**src/rtl/elelock_multi.sv**
```systemverilog
// Parametrised keypad lock: DIGITS-digit secret entered on a one-hot 10-key pad,
// explicit enter, consecutive-failure counting and a timed lockout with alarm.
// All outputs are registered and change at the clock edge that detects the event.
module elelock_multi #(
    parameter int                  DIGITS      = 4,
    parameter logic [4*DIGITS-1:0] SECRET      = 16'h1234,
    parameter int                  MAX_FAIL    = 3,
    parameter int                  LOCKOUT_CYC = 1000
) (
    input  logic                            clk,
    input  logic                            rst_n,
    input  logic [9:0]                      tenkey,
    input  logic                            enter,
    input  logic                            close,
    output logic                            lock,
    output logic                            alarm,
    output logic [$clog2(DIGITS+1)-1:0]     digit_cnt,
    output logic [$clog2(MAX_FAIL+1)-1:0]   fail_cnt
);

    localparam int DC_W = $clog2(DIGITS + 1);
    localparam int FC_W = $clog2(MAX_FAIL + 1);
    localparam int TM_W = $clog2(LOCKOUT_CYC + 1);
    localparam int BW   = 4 * DIGITS;

    typedef enum logic [1:0] {
        ST_LOCKED   = 2'd0,
        ST_UNLOCKED = 2'd1,
        ST_LOCKOUT  = 2'd2
    } state_t;

    state_t            state_q,     state_d;
    logic              lock_q,      lock_d;
    logic              alarm_q,     alarm_d;
    logic [BW-1:0]     buf_q,       buf_d;
    logic [DC_W-1:0]   digit_cnt_q, digit_cnt_d;
    logic [FC_W-1:0]   fail_cnt_q,  fail_cnt_d;
    logic [TM_W-1:0]   timer_q,     timer_d;
    logic [9:0]        tenkey_q,    tenkey_d;
    logic              enter_q,     enter_d;

    logic              key_onehot;
    logic              key_accept;
    logic [3:0]        key_idx;
    logic              enter_pulse;
    logic              code_ok;

    // Key qualification: a fresh press is exactly one-hot after an idle (all-zero) sample.
    always_comb begin
        // NOTE: every variable gets a default before any conditional write, otherwise a latch is inferred.
        key_idx    = 4'd0;
        key_onehot = (tenkey != 10'd0) && ((tenkey & (tenkey - 10'd1)) == 10'd0);
        for (int k = 0; k < 10; k++) begin
            if (tenkey[k]) key_idx = 4'(k);
        end
        key_accept  = key_onehot && (tenkey_q == 10'd0);
        enter_pulse = enter && !enter_q;
        code_ok     = (digit_cnt_q == DC_W'(DIGITS)) && (buf_q == SECRET);
    end

    // Next-state and next-output logic for the lock controller.
    always_comb begin
        state_d     = state_q;
        lock_d      = lock_q;
        alarm_d     = alarm_q;
        buf_d       = buf_q;
        digit_cnt_d = digit_cnt_q;
        fail_cnt_d  = fail_cnt_q;
        timer_d     = timer_q;
        tenkey_d    = tenkey;
        enter_d     = enter;

        case (state_q)
            ST_LOCKED: begin
                if (close) begin
                    // Abort the entry; a coincident enter is swallowed.
                    buf_d       = '1;
                    digit_cnt_d = '0;
                end else if (enter_pulse) begin
                    // Enter judges the buffer as it stands; a same-cycle key is dropped.
                    if (code_ok) begin
                        state_d    = ST_UNLOCKED;
                        lock_d     = 1'b0;
                        fail_cnt_d = '0;
                    end else begin
                        buf_d       = '1;
                        digit_cnt_d = '0;
                        fail_cnt_d  = fail_cnt_q + 1'b1;
                        if (fail_cnt_q == FC_W'(MAX_FAIL - 1)) begin
                            state_d = ST_LOCKOUT;
                            alarm_d = 1'b1;
                            timer_d = TM_W'(LOCKOUT_CYC);
                        end
                    end
                end else if (key_accept) begin
                    // Newest digit enters nibble 0; older digits move up.
                    buf_d      = buf_q << 4;
                    buf_d[3:0] = key_idx;
                    if (digit_cnt_q != DC_W'(DIGITS)) digit_cnt_d = digit_cnt_q + 1'b1;
                end
            end
            ST_UNLOCKED: begin
                if (close) begin
                    state_d     = ST_LOCKED;
                    lock_d      = 1'b1;
                    buf_d       = '1;
                    digit_cnt_d = '0;
                end
            end
            ST_LOCKOUT: begin
                // Timer was loaded with LOCKOUT_CYC on entry; leaving on the edge
                // where it reads 1 keeps alarm high for exactly LOCKOUT_CYC cycles.
                if (timer_q == TM_W'(1)) begin
                    state_d     = ST_LOCKED;
                    alarm_d     = 1'b0;
                    fail_cnt_d  = '0;
                    buf_d       = '1;
                    digit_cnt_d = '0;
                    timer_d     = '0;
                end else begin
                    timer_d = timer_q - 1'b1;
                end
            end
            default: begin
                state_d     = ST_LOCKED;
                lock_d      = 1'b1;
                alarm_d     = 1'b0;
                buf_d       = '1;
                digit_cnt_d = '0;
                fail_cnt_d  = '0;
                timer_d     = '0;
            end
        endcase
    end

    // State and output registers; reset forces the safe locked state at once.
    always_ff @(posedge clk or negedge rst_n) begin
        // NOTE: the digit buffer is a handful of flops, not a RAM, so it is reset like any other state.
        if (!rst_n) begin
            state_q     <= ST_LOCKED;
            lock_q      <= 1'b1;
            alarm_q     <= 1'b0;
            buf_q       <= '1;
            digit_cnt_q <= '0;
            fail_cnt_q  <= '0;
            timer_q     <= '0;
            tenkey_q    <= 10'd0;
            enter_q     <= 1'b0;
        end else begin
            // NOTE: non-blocking assignments so every flop samples pre-edge values.
            state_q     <= state_d;
            lock_q      <= lock_d;
            alarm_q     <= alarm_d;
            buf_q       <= buf_d;
            digit_cnt_q <= digit_cnt_d;
            fail_cnt_q  <= fail_cnt_d;
            timer_q     <= timer_d;
            tenkey_q    <= tenkey_d;
            enter_q     <= enter_d;
        end
    end

    assign lock      = lock_q;
    assign alarm     = alarm_q;
    assign digit_cnt = digit_cnt_q;
    assign fail_cnt  = fail_cnt_q;

endmodule

```
**config.mk**
```make
export PLATFORM = sky130hd
export DESIGN_NAME = elelock_multi
export DESIGN_NICKNAME = d
export VERILOG_FILES = /design/src/rtl/elelock_multi.sv
export SDC_FILE = /design/constraint.sdc
export NUM_CORES = 1
export LEC_CHECK = 0
export ABC_AREA = 1
export CORE_MARGIN = 2
export CORE_UTILIZATION = 62
export CTS_BUF_LIST = sky130_fd_sc_hd__clkbuf_8
export DETAILED_ROUTE_END_ITERATION = 12
export PLACE_DENSITY = 0.84
export REMOVE_ABC_BUFFERS = 1
export SLEW_MARGIN = 30
export SYNTH_ARGS = -nofsm -noshare
export SYNTH_HDL_FRONTEND = slang
export SYNTH_SLANG_ARGS = --single-unit
```
**constraint.sdc**
```tcl
create_clock -name clk -period 3.95 [get_ports clk]
set_input_delay 0.5925 -clock clk [delete_from_list [all_inputs] [get_ports clk]]
set_output_delay 0.5925 -clock clk [all_outputs]
set_load 0.05 [all_outputs]
```
# Word-level counts from Yosys, hierarchy flattened
# Index checks and enable logic that the tools add are counted.
word_totals:
  reg_bits: 46
  elab_cells: 102
  in_bits: 14
  out_inout_bits: 7
classes:
  add_sub_neg: 4
  n_eq_ne: 18
  bitwise_logic: 3
  muxes: 52
  reduce_logical: 16
ops:
  columns: ["cell", "count"]
  rows:
  - ["16-bit 2-to-1 mux", 6]
  - ["10-bit 2-to-1 mux", 5]
  - ["16-bit one-hot mux with 3 select lines", 1]
  - ["10-bit one-hot mux with 3 select lines", 1]
  - ["4-bit 2-to-1 mux", 6]
  - ["2-bit 2-to-1 mux", 11]
  - ["3-bit 2-to-1 mux", 7]
  - ["10-bit logical NOT", 2]
  - ["5-bit AND reduction", 4]
  - ["10-bit by 1-bit subtractor with 10-bit output, second input constant", 2]
  - ["16-bit by 13-bit equality test with 1-bit output, second input constant", 1]
  - ["2-bit inequality test, second input constant", 7]
  - ["4-bit inequality test, second input constant", 3]
  - ["2-bit one-hot mux with 3 select lines", 2]
  - ["10-bit AND", 1]
  - ["10-bit by 1-bit equality test with 1-bit output, second input constant", 1]
  - ["1-bit 2-to-1 mux", 10]
  - ["10-bit nonzero test", 1]
  - ["3-bit one-hot mux with 3 select lines", 1]
  - ["4-bit AND reduction", 2]
  - ["3-bit inequality test, second input constant", 2]
  - ["1-bit one-hot mux with 3 select lines", 2]
  - ["6-bit AND reduction", 1]
  - ["2-bit equality test, second input constant", 2]
  - ["other kinds (8)", 12]

# Logic depth before layout (Yosys ltp)
# Gate-level depths: netlist of the first run.
depth:
  ltp_word: 13
  mapped_depth: 14
  ltp_nobuf: 13

# Least setup slack after synthesis of the first run
# OpenSTA, ideal clock, no wires.
synth_timing:
  path_type: "register to register"
  startpoint: "register digit_cnt_q[0] (netlist: digit_cnt[0])"
  endpoint: "register buf_q[12]"
  path_stages_with_launch: 14
  arrival_time_ns: 1.784
  required_time_ns: 3.881
  period_less_slack_ns: 1.853
  path_slack_ns: 2.097
  path_cell_list: "dfrtp_1 > inv_1 > ha_1 > nand2_1 > inv_1 > nand4_1 > nor2_2 > nand4_2 > nand2_2 > inv_4 > nand2_4 > buf_6 > nand2_2 > o21ai_2"
synth_via:
  elab_chain_cells: 4
synth_rtl:
  columns: ["item", "line", "source"]
  rows:
  - ["from (decl)", "36", "logic [DC_W-1:0] digit_cnt_q, digit_cnt_d;"]
  - ["from (signal assigned)", "155", "digit_cnt_q <= digit_cnt_d;"]
  - ["3-bit equality test", "58", "code_ok = (digit_cnt_q == DC_W'(DIGITS)) && (buf_q == SECRET);"]
  - ["1-bit logical AND", "58", null]
  - ["4-bit inequality test (no source line)", null, null]
  - ["4-bit AND reduction (no source line)", null, null]
  - ["to (signal assigned)", "154", "buf_q <= buf_d;"]
  - ["to (decl)", "35", "logic [BW-1:0] buf_q, buf_d;"]
# No other way between the ends.
# A chain may end at the register's enable or synchronous reset.

# Worst setup path in the final report of the first run
layout_timing:
  startpoint: "input port close"
  endpoint: "register alarm_q (netlist: alarm)"
layout_via:
  elab_chain_cells: 2
layout_rtl:
  columns: ["item", "line", "source"]
  rows:
  - ["from (decl)", "14", "input logic close,"]
  - ["2-bit inequality test (no source line)", null, null]
  - ["6-bit AND reduction (no source line)", null, null]
  - ["to (signal assigned)", "153", "alarm_q <= alarm_d;"]
  - ["to (decl)", "34", "logic alarm_q, alarm_d;"]
# No other way between the ends.

==> out/metrics.cfg, run 1 <==
[outcome]
outcome = finished clean

[yosys]
synth_seq_cells = 46
seq_area_frac_synth_pct = 46.4
syn_avg_cell_area_um2 = 8.33
synth_cell_type_count = 33
synth_warnings = 0
netlist_area_mm2 = 0.00252
syn_inst = 303

[power]
vdd_drop_max_uv = 391
leakage_nw = 1.33
p_per_area_mw_per_mm2 = 716

[finish]
seqCellArea_mm2 = 0.00117
layout_common_cells = nand2_1 (56), nor2_1 (40), inv_1 (34)
final_area_mm2 = 0.00283
nNetsFinal = 343
drive_above_1_share_pct = 22.2
mostFrequentLayoutCell = nand2_1
syn_to_final_growth_pct = 12.0
n_antenna_cell = 0
nFillCells = 327
multiInputGateArea_mm2 = 0.00115

[timing]
min_period_ns = 2.27
fin_tns_setup_ns = 0
rsz0062_at_grt = false
post-route-period-util_pct = 57.4
fmax_mhz = 441
slew_viol_final = 0
finalClockSkew_ns = 0.0107
max_slew_margin_pct = 61.8
final_hold_viol_count = 0
tightest_slew_ns = 0.571
setup_violations = 0

[drt]
drt_iter0_drc = 160
drc = 0
drt-pass1-iter-count = 4
postRouteAntennaNets = 0
via_per_inst = 5.45
routed_wirelength_um = 4680
drt-wirelength-per-cell_um = 12.5
vias = 2044

[clock_network]
clk-insertion-delay-late_ns = 0.30
tritoncts = built
numCtsBuffers = 5
cts_buffer_depth = 2
cts_hold_buf = 0
postCtsSetupRepairBufs = 0
clkTransAtPathRegs_ns = 0.08
clock_sinks = 46
cts.htree.levels = 2
ctsResizeCount = 0
cts_root_buffer = clkbuf_8

[worst_setup_path]
crit_arrival_ns = 2.45
rr_endpoint = buf_q[11]$_DFFE_PN1P_
worstSetupEndpointType = flip-flop
critPathKind = input pin to flip-flop
r2r_slack_ns = 1.88
required_ns = 4.13
timing.rr.start = digit_cnt[0]$_DFFE_PN0P_
critPathLaunchType = input pin
ff2ff_path_depth = 12
crit_path_max_fanout = 14

[placement]
hpwl_um = 3380
placed_cell_area_mm2 = 0.00274
gp_congestion = 0.864
io_buffers = 20

[grt]
antenna_found_initial = 0
track_usage_pct = 23.5
grt_max_degree = 47
grt_pass1_wl_um = 7940
grt_pass1_vias = 1829
grt-ovfl-total = 0

[die]
core-area_mm2 = 0.00397
start_util_pct = 63.6
io_pins = 21
die_w_um = 67.8
core.rowCount = 23
fp.dieH_um = 67.8
fp.dieArea_mm2 = 0.00460

[worst_hold_path]
hold_path.class = input pin to asynchronous set/reset pin

[flow_run]
drv_cap = 0

[cells in the mapped netlist]
cell | count | share of area [%]
o21bai_1 | 1 | 0.30
o21a_1 | 1 | 0.30
nor2_1 | 40 | 5.9
nand2_1 | 56 | 8.3
nand2_2 | 12 | 3.0
ha_1 | 5 | 2.5
o32ai_1 | 1 | 0.35
inv_1 | 33 | 4.9
nor2_4 | 1 | 0.45
buf_2 | 3 | 0.59
o31ai_1 | 1 | 0.30
o21ai_1 | 1 | 0.20
nand4_1 | 6 | 1.5
nor4_1 | 1 | 0.25
o21ai_0 | 21 | 4.2
nor3_2 | 1 | 0.40
xor2_1 | 6 | 2.1
nand2_4 | 2 | 0.89
nor3_1 | 5 | 0.99
dfrtp_1 | 29 | 29
buf_6 | 3 | 1.3
inv_4 | 1 | 0.25
a21oi_1 | 4 | 0.79
a31oi_1 | 1 | 0.25
nor2_2 | 8 | 2.0
inv_2 | 5 | 0.74
nand3b_1 | 2 | 0.59
o21ai_2 | 15 | 5.2
a31oi_2 | 1 | 0.50
xnor2_1 | 2 | 0.69
nand3_1 | 17 | 3.4
nand4_2 | 1 | 0.50
dfstp_2 | 17 | 18
[final cells by class]
cell class / instances / share of cell area (%)
flip-flops and latches: 46 / 41.5
multi-input cells: 212 / 40.8
repair buffers: 20 / 6.99
inverters: 39 / 5.27
clock buffers: 6 / 2.92
well taps: 50 / 2.21
clock inverters: 2 / 0.310
[flip-flops by register name, summed over array words and instances (netlist names)]
name / count
fail_cnt: 2
alarm: 1
lock: 1
enter_q: 1
timer_q: 10
tenkey_q: 10
state_q: 2
buf_q: 16
digit_cnt: 3
[worst max-delay path, stage by stage]
cell             delay, ns
clkdlybuf4s50_1       0.52
nor2_1                0.24
a31oi_1               0.13
a31oi_2               0.49
inv_1                 0.22
o21ai_1               0.18
nand2_1               0.07
[report_power, final]
group	total [W]	switching, W	internal, W
clock network	0.000290	0.000151	0.000139
logic	0.000882	0.000562	0.000320
registers	0.000853	0.000142	0.000711
total	0.00202	0.000855	0.00117
[worst max-delay path by stage]
stage                           endpoint  cells after the start  slack [ns]                startpoint
floorplan              alarm$_DFFE_PN0P_                     10        1.95  digit_cnt[0]$_DFFE_PN0P_
global placement    buf_q[4]$_DFFE_PN1P_                     13        1.48                 tenkey[5]
detailed placement     alarm$_DFFE_PN0P_                      8        1.39                     enter
CTS                                 lock                      1        1.71          lock$_DFFE_PN1P_
global route        buf_q[0]$_DFFE_PN1P_                     13        1.52                 tenkey[3]
finish                 alarm$_DFFE_PN0P_                      7        1.68                     close
[per-layer routing]
layer  part of all wire [%]  up-vias  global-route usage [%]  wire length [um]
met3                    4.7        6                    6.25               221
met1                     44      972                    30.0              2040
met4                   0.92        0                    9.00                43
li1                       -     1012                       -                 -
met2                     51       54                    38.2              2370
met5                      0        -                       0                 0
[logic make-up after synthesis]
logic type | count (synthesis) | synth area share (%)
AOI/OAI and AO/OA | 47 | 12.3
xor gates and xnor gates | 8 | 2.78
adders and majority gates | 5 | 2.48
buffers and inverters | 45 | 7.83
DFF | 46 | 46.4
and+or+nand+nor | 152 | 28.1
[metrics by stage]
| stage | util, % | cells | hold slack [ns] | power [W] | worst slack [ns] |
|---|---|---|---|---|---|
| floorplan | - | 297 | 0.297 | 0.00152 | 1.95 |
| global placement | 68.8 | 367 | 0.462 | 0.00170 | 1.48 |
| detailed placement | 68.9 | 367 | 0.466 | 0.00173 | 1.39 |
| CTS | 71.2 | 375 | 0.292 | 0.00203 | 1.71 |
| global route | 71.2 | 375 | 0.306 | 0.00220 | 1.52 |
| finish | 71.2 | 375 | 0.272 | 0.00202 | 1.68 |
(Power assumes the default switching activity.)
==> run 2, diff against run 1 <==
Settings changed: CORE_UTILIZATION 62 to 60, PLACE_DENSITY 0.84 to 0.82.
Clock period 3.95 ns to 2.2 ns, I/O delays scaled along.
==> run 2 against run 1 <==
  * Utilization is 0.54 points higher
  * Sequential share of layout area is 0.90 points lower
  * Critical path type is now flip-flop to output pin
  * Via count is 0.73% lower
  * Sequential power is 78% higher
  * Hold slack worse by 0.18 ns
  * Flip-flop and latch count stayed put
  * First-iteration DRC count is 7.5% higher
  * Total power is 79% higher
  * Clock-buffer cell count is 1 lower
  * Cell area is 2.2% higher
==> out/metrics.cfg, run 2 (synthesis results as in run 1) <==
[power]
p_clk_share_pct = 13.2  ; -1.1 points
internal-power_w = 0.00211  ; +80%
sw_frac_of_total_pct = 41.9  ; -0.33 points
p_per_area_mw_per_mm2 = 1250  ; +75%
switching_power_w = 0.00152  ; +78%
seqPwrFrac_pct = 41.9  ; -0.2 points
combPwrFrac_pct = 44.8  ; +1.2 points
vdd_drop_max_uv = 485  ; +24%
leakage_nw = 1.37  ; +3.1%

[grt]
grt_pass1_wl_um = 7850  ; -1.1%
grt-ovfl-total = 0  ; unchanged
track_usage_pct = 22.5  ; -1.0 points
grt_pass1_vias = 1814  ; -0.82%
grt_max_degree = 47  ; unchanged
antenna_found_initial = 0  ; unchanged

[worst_setup_path]
crit_chain = clkdlybuf4s50_1
crit_path_max_fanout = 2  ; -12
rr_endpoint = buf_q[7]$_DFFE_PN1P_
timing.rr.start = digit_cnt[0]$_DFFE_PN0P_
max_stage_delay_ns = 0.80  ; +0.28 ns
r2r_slack_ns = 0.25  ; -1.63 ns
slowest_stage = clkdlybuf4s50_1
worstSetupEndpointType = output pin
crit_arrival_ns = 1.62  ; -0.83 ns
crit_buf_inv = 1  ; -1
required_ns = 1.87  ; -2.26 ns
ff2ff_path_depth = 12  ; unchanged
path_delay_family = buffers and inverters
critPathLaunchType = flip-flop
critPathKind = flip-flop to output pin

[flow_run]
drv_cap = 0  ; unchanged

[clock_network]
clkTransAtPathRegs_ns = 0.08  ; about the same
cts_root_buffer = clkbuf_8
clk-insertion-delay-late_ns = 0.29  ; about the same
cts_buffer_depth = 2  ; unchanged
numCtsBuffers = 5  ; unchanged
clock_sinks = 46  ; unchanged
postCtsSetupRepairBufs = 0  ; unchanged
cts.htree.levels = 2  ; unchanged
ctsResizeCount = 0  ; unchanged
cts_hold_buf = 0  ; unchanged
tritoncts = built

[drt]
drc = 0  ; unchanged
met2WireLength_um = 2180  ; -8.0%
wl_met1_um = 2120  ; +4.0%
postRouteAntennaNets = 0  ; unchanged
met3_length_um = 232  ; +5.0%
routed_wirelength_um = 4580  ; -2.1%
dr.max_layer_used = met4
drt-pass1-iter-count = 5  ; +1
vias = 2029  ; -0.73%
via_per_inst = 5.27  ; -3.3%
drt-wirelength-per-cell_um = 11.9  ; -4.7%
drt_iter0_drc = 172  ; +7.5%

[die]
start_util_pct = 62.7  ; -0.91 points
io_pins = 21  ; unchanged
fp.dieH_um = 68.9  ; +1.6%
core.rowCount = 23  ; unchanged
fp.dieArea_mm2 = 0.00474  ; +3.1%
die_w_um = 68.9  ; +1.6%
core-area_mm2 = 0.00403  ; +1.4%

[outcome]
outcome = finished clean

[timing]
slew_viol_final = 0  ; unchanged
min_period_ns = 1.95
rsz0062_at_grt = false
finalClockSkew_ns = 0.00627  ; -0.00445 ns
post-route-period-util_pct = 88.8
fin_tns_setup_ns = 0  ; unchanged
fmax_mhz = 512
tightest_slew_ns = 0.562  ; -0.00933 ns
max_slew_margin_pct = 62.6  ; +0.74 points
final_hold_viol_count = 0  ; unchanged
setup_violations = 0  ; unchanged

[worst_hold_path]
hold_path.class = input pin to asynchronous set/reset pin

[finish]
mostFrequentLayoutCell = nand2_1
nNetsFinal = 353  ; +2.9%
syn_to_final_growth_pct = 14.5
nFillCells = 316  ; -3.4%
top_regs = buf_q: 16 flops, tenkey_q: 10 flops, timer_q: 10 flops
n_antenna_cell = 0  ; unchanged
final_cells = 385  ; +2.7%
layout_common_cells = nand2_1 (56), nor2_1 (40), inv_1 (34)
drive_above_1_share_pct = 24.2  ; +2.0 points
largest_reg_flops = 16  ; unchanged
top_register = buf_q

[placement]
gp_congestion = 0.794  ; -8.1%
io_buffers = 20  ; unchanged
hpwl_um = 3390  ; +0.26%
place_inst = 377  ; +2.7%

-- run 2: worst max path at each step --
stage / end / depth (start not counted) / slack [ns] / startpoint
final: lock / 1 / 0.25 / lock$_DFFE_PN1P_
after global routing: buf_q[0]$_DFFE_PN1P_ / 12 / 0.03 / digit_cnt[0]$_DFFE_PN0P_
after CTS: buf_q[6]$_DFFE_PN1P_ / 12 / 0.23 / digit_cnt[0]$_DFFE_PN0P_
after detailed placement: buf_q[6]$_DFFE_PN1P_ / 13 / 0.01 / tenkey[4]
after global placement: buf_q[4]$_DFFE_PN1P_ / 13 / 0.05 / tenkey[4]
after floorplan: alarm$_DFFE_PN0P_ / 10 / 0.20 / digit_cnt[0]$_DFFE_PN0P_
-- run 2: final cells by class --
class | count | area, um^2 | share of cell area [%]
clock buffers | 5 | 68.8 | 2.38
clock inverters | 3 | 12.5 | 0.433
inverters | 39 | 149 | 5.15
multi-input cells | 212 | 1150 | 40.0
flip-flops and latches | 46 | 1170 | 40.6
well taps | 50 | 62.6 | 2.16
repair buffers | 30 | 270 | 9.35
-- run 2: per-layer routing --
metal / GRT usage, % / up-vias
met5: 0 / -
met2: 35.7 / 44
met1: 30.5 / 949
met3: 5.52 / 4
met4: 6.62 / 0
li1: - / 1032
-- run 2: stage by stage --
stage,utilization [%],setup WS [ns],total power [W],instance area (um^2),hold slack (ns)
final,71.7,0.246,0.00362,2890,0.0961
after global routing,71.7,0.0266,0.00395,2890,0.156
after CTS,71.7,0.226,0.00366,2890,0.132
after detailed placement,69.7,0.0111,0.00317,2810,0.451
after global placement,69.7,0.0505,0.00309,2810,0.439
after floorplan,-,0.199,0.00273,2480,0.0344
-- run 2: power by group through the flow --
stage	clock, W	combinational [W]	sequential [W]
5_1_grt	0.000526	0.00186	0.00156
2_1_floorplan	0	0.00116	0.00157
4_1_cts	0.000491	0.00165	0.00152
3_5_place_dp	0	0.00163	0.00154
6_report	0.000479	0.00162	0.00152
3_3_place_gp	0	0.00156	0.00153
==> run 3, diff against run 2 <==
==> constraint.sdc (replaced) <==
create_clock -name clk -period 2.2 [get_ports clk]
set_input_delay 0.55 -clock clk [delete_from_list [all_inputs] [get_ports clk]]
set_output_delay 0.55 -clock clk [all_outputs]
set_load 0.05 [all_outputs]
==> run 3 against run 2 <==
  * Flip-flop and latch count unchanged
  * Clock-buffer cell count unchanged
  * Cell count up 3.6%
  * Maximum frequency down 6.9%
  * Critical path type unchanged
  * Largest cell class unchanged
==> out/metrics.cfg, run 3 (synthesis results as in run 1) <==
[flow_run]
drv_cap = 0  ; unchanged

[finish]
nNetsFinal = 367  ; +4.0%
top_regs = buf_q: 16 flops, tenkey_q: 10 flops, timer_q: 10 flops
layout_common_cells = nand2_1 (56), nor2_1 (39), inv_1 (33)
nFillCells = 285  ; -9.8%
final_util_pct = 76.9  ; +5.1 points
largest_reg_flops = 16  ; unchanged
final_area_mm2 = 0.00310  ; +7.1%
drive_above_1_share_pct = 28.4  ; +4.2 points
mostFrequentLayoutCell = nand2_1
top_register = buf_q
syn_to_final_growth_pct = 22.6
n_antenna_cell = 0  ; unchanged
final_cells = 399  ; +3.6%

[worst_setup_path]
max_stage_delay_ns = 0.84  ; +0.04 ns
crit_buf_inv = 1  ; unchanged
required_ns = 1.65  ; -0.22 ns
crit_chain = clkdlybuf4s50_1
crit_path_max_fanout = 4  ; +2
crit_arrival_ns = 1.55  ; -0.07 ns
worstSetupEndpointType = output pin
slowest_stage = clkdlybuf4s50_1
critPathLaunchType = flip-flop
critPathKind = flip-flop to output pin
path_delay_family = buffers and inverters

[die]
core-area_mm2 = 0.00403  ; unchanged
fp.dieH_um = 68.9  ; unchanged
core.rowCount = 23  ; unchanged
die_w_um = 68.9  ; unchanged
io_pins = 21  ; unchanged
fp.dieArea_mm2 = 0.00474  ; unchanged
start_util_pct = 62.7  ; unchanged

[clock_network]
tritoncts = built
numCtsBuffers = 5  ; unchanged
clkTransAtPathRegs_ns = 0.09  ; about the same
postCtsSetupRepairBufs = 0  ; unchanged
cts_root_buffer = clkbuf_8
cts_hold_buf = 0  ; unchanged
ctsResizeCount = 0  ; unchanged
cts_buffer_depth = 2  ; unchanged
cts.htree.levels = 2  ; unchanged
clock_sinks = 46  ; unchanged
clk-insertion-delay-late_ns = 0.30  ; about the same

[grt]
antenna_found_initial = 0  ; unchanged
grt_pass1_vias = 2131  ; +17%
grt_max_degree = 26  ; -45%
grt-ovfl-total = 0  ; unchanged
track_usage_pct = 25.1  ; +2.6 points
grt_pass1_wl_um = 8740  ; +11%

[timing]
min_period_ns = 2.10  ; +0.145 ns
setup_violations = 0  ; unchanged
holdWs_ns = 0.205  ; +0.109 ns
final_hold_viol_count = 0  ; unchanged
tightest_slew_ns = 0.511  ; -0.0506 ns
rsz0062_at_grt = false
fin_tns_setup_ns = 0  ; unchanged
max_slew_margin_pct = 65.9  ; +3.4 points
slew_viol_final = 0  ; unchanged
finalClockSkew_ns = 0.00791  ; +0.00163 ns
fmax_mhz = 476  ; -6.9%
post-route-period-util_pct = 95.4  ; +6.6 points

[power]
vdd_drop_max_uv = 649  ; +34%
leakage_nw = 1.50  ; +9.6%
p_per_area_mw_per_mm2 = 1310  ; +4.2%

[placement]
placed_cell_area_mm2 = 0.00295  ; +5.0%
gp_congestion = 0.859  ; +8.2%
io_buffers = 20  ; unchanged
hpwl_um = 3890  ; +15%
place_inst = 391  ; +3.7%

[worst_hold_path]
hold_path.class = input pin to asynchronous set/reset pin

[drt]
drc = 0  ; unchanged
drt_iter0_drc = 86  ; -50%
vias = 2122  ; +4.6%
via_per_inst = 5.32  ; +0.91%
drt-wirelength-per-cell_um = 13.0  ; +9.3%
postRouteAntennaNets = 0  ; unchanged
routed_wirelength_um = 5190  ; +13%
drt-pass1-iter-count = 5  ; unchanged

[outcome]
outcome = finished clean

## run 3: through the flow
stage                     total power (W)  setup slack, ns
after global placement            0.00321          -0.0254
after floorplan                   0.00273            0.199
final                             0.00405            0.101
after detailed placement          0.00331           -0.207
after global routing              0.00436           0.0297
after CTS                         0.00406           0.0917
## run 3: final timing paths
path | start | end | slack [ns] | cells past startpoint
max in group asynchronous | rst_n | buf_q[1]$_DFFE_PN1P_ | 1.40 | 2
max | digit_cnt[2]$_DFFE_PN0P_ | digit_cnt[2] | 0.10 | 1
min in group clk | tenkey[0] | tenkey_q[0]$_DFF_PN0_ | 0.45 | 1
min reg2reg | buf_q[14]$_DFFE_PN1P_ | buf_q[14]$_DFFE_PN1P_ | 0.47 | 2
min | rst_n | timer_q[3]$_DFFE_PN0P_ | 0.21 | 1
max reg2reg | digit_cnt[0]$_DFFE_PN0P_ | buf_q[6]$_DFFE_PN1P_ | 0.41 | 13
## run 3: metal layers
metal	global-route usage, %	up-vias	routed length (um)	share of wire, %
met2	42.8	52	2610	50
met3	6.01	16	209	4.0
met4	12.5	0	156	3.0
li1	-	1065	-	-
met1	29.4	989	2220	43
met5	0	-	0	0
## run 3: power by group
| group | switching, W | internal, W | total [W] |
|---|---|---|---|
| clock | 0.000283 | 0.000449 | 0.000732 |
| combinational | 0.00106 | 0.000725 | 0.00179 |
| sequential | 0.000251 | 0.00127 | 0.00153 |
## run 3: cell type report
class / instances / area [um^2] / share of cell area, %
flip-flops and latches: 46 / 1170 / 37.9
well taps: 50 / 62.6 / 2.02
multi-input cells: 212 / 1160 / 37.5
clock buffers: 5 / 68.8 / 2.22
repair buffers: 44 / 418 / 13.5
clock inverters: 3 / 63.8 / 2.06
inverters: 39 / 149 / 4.81
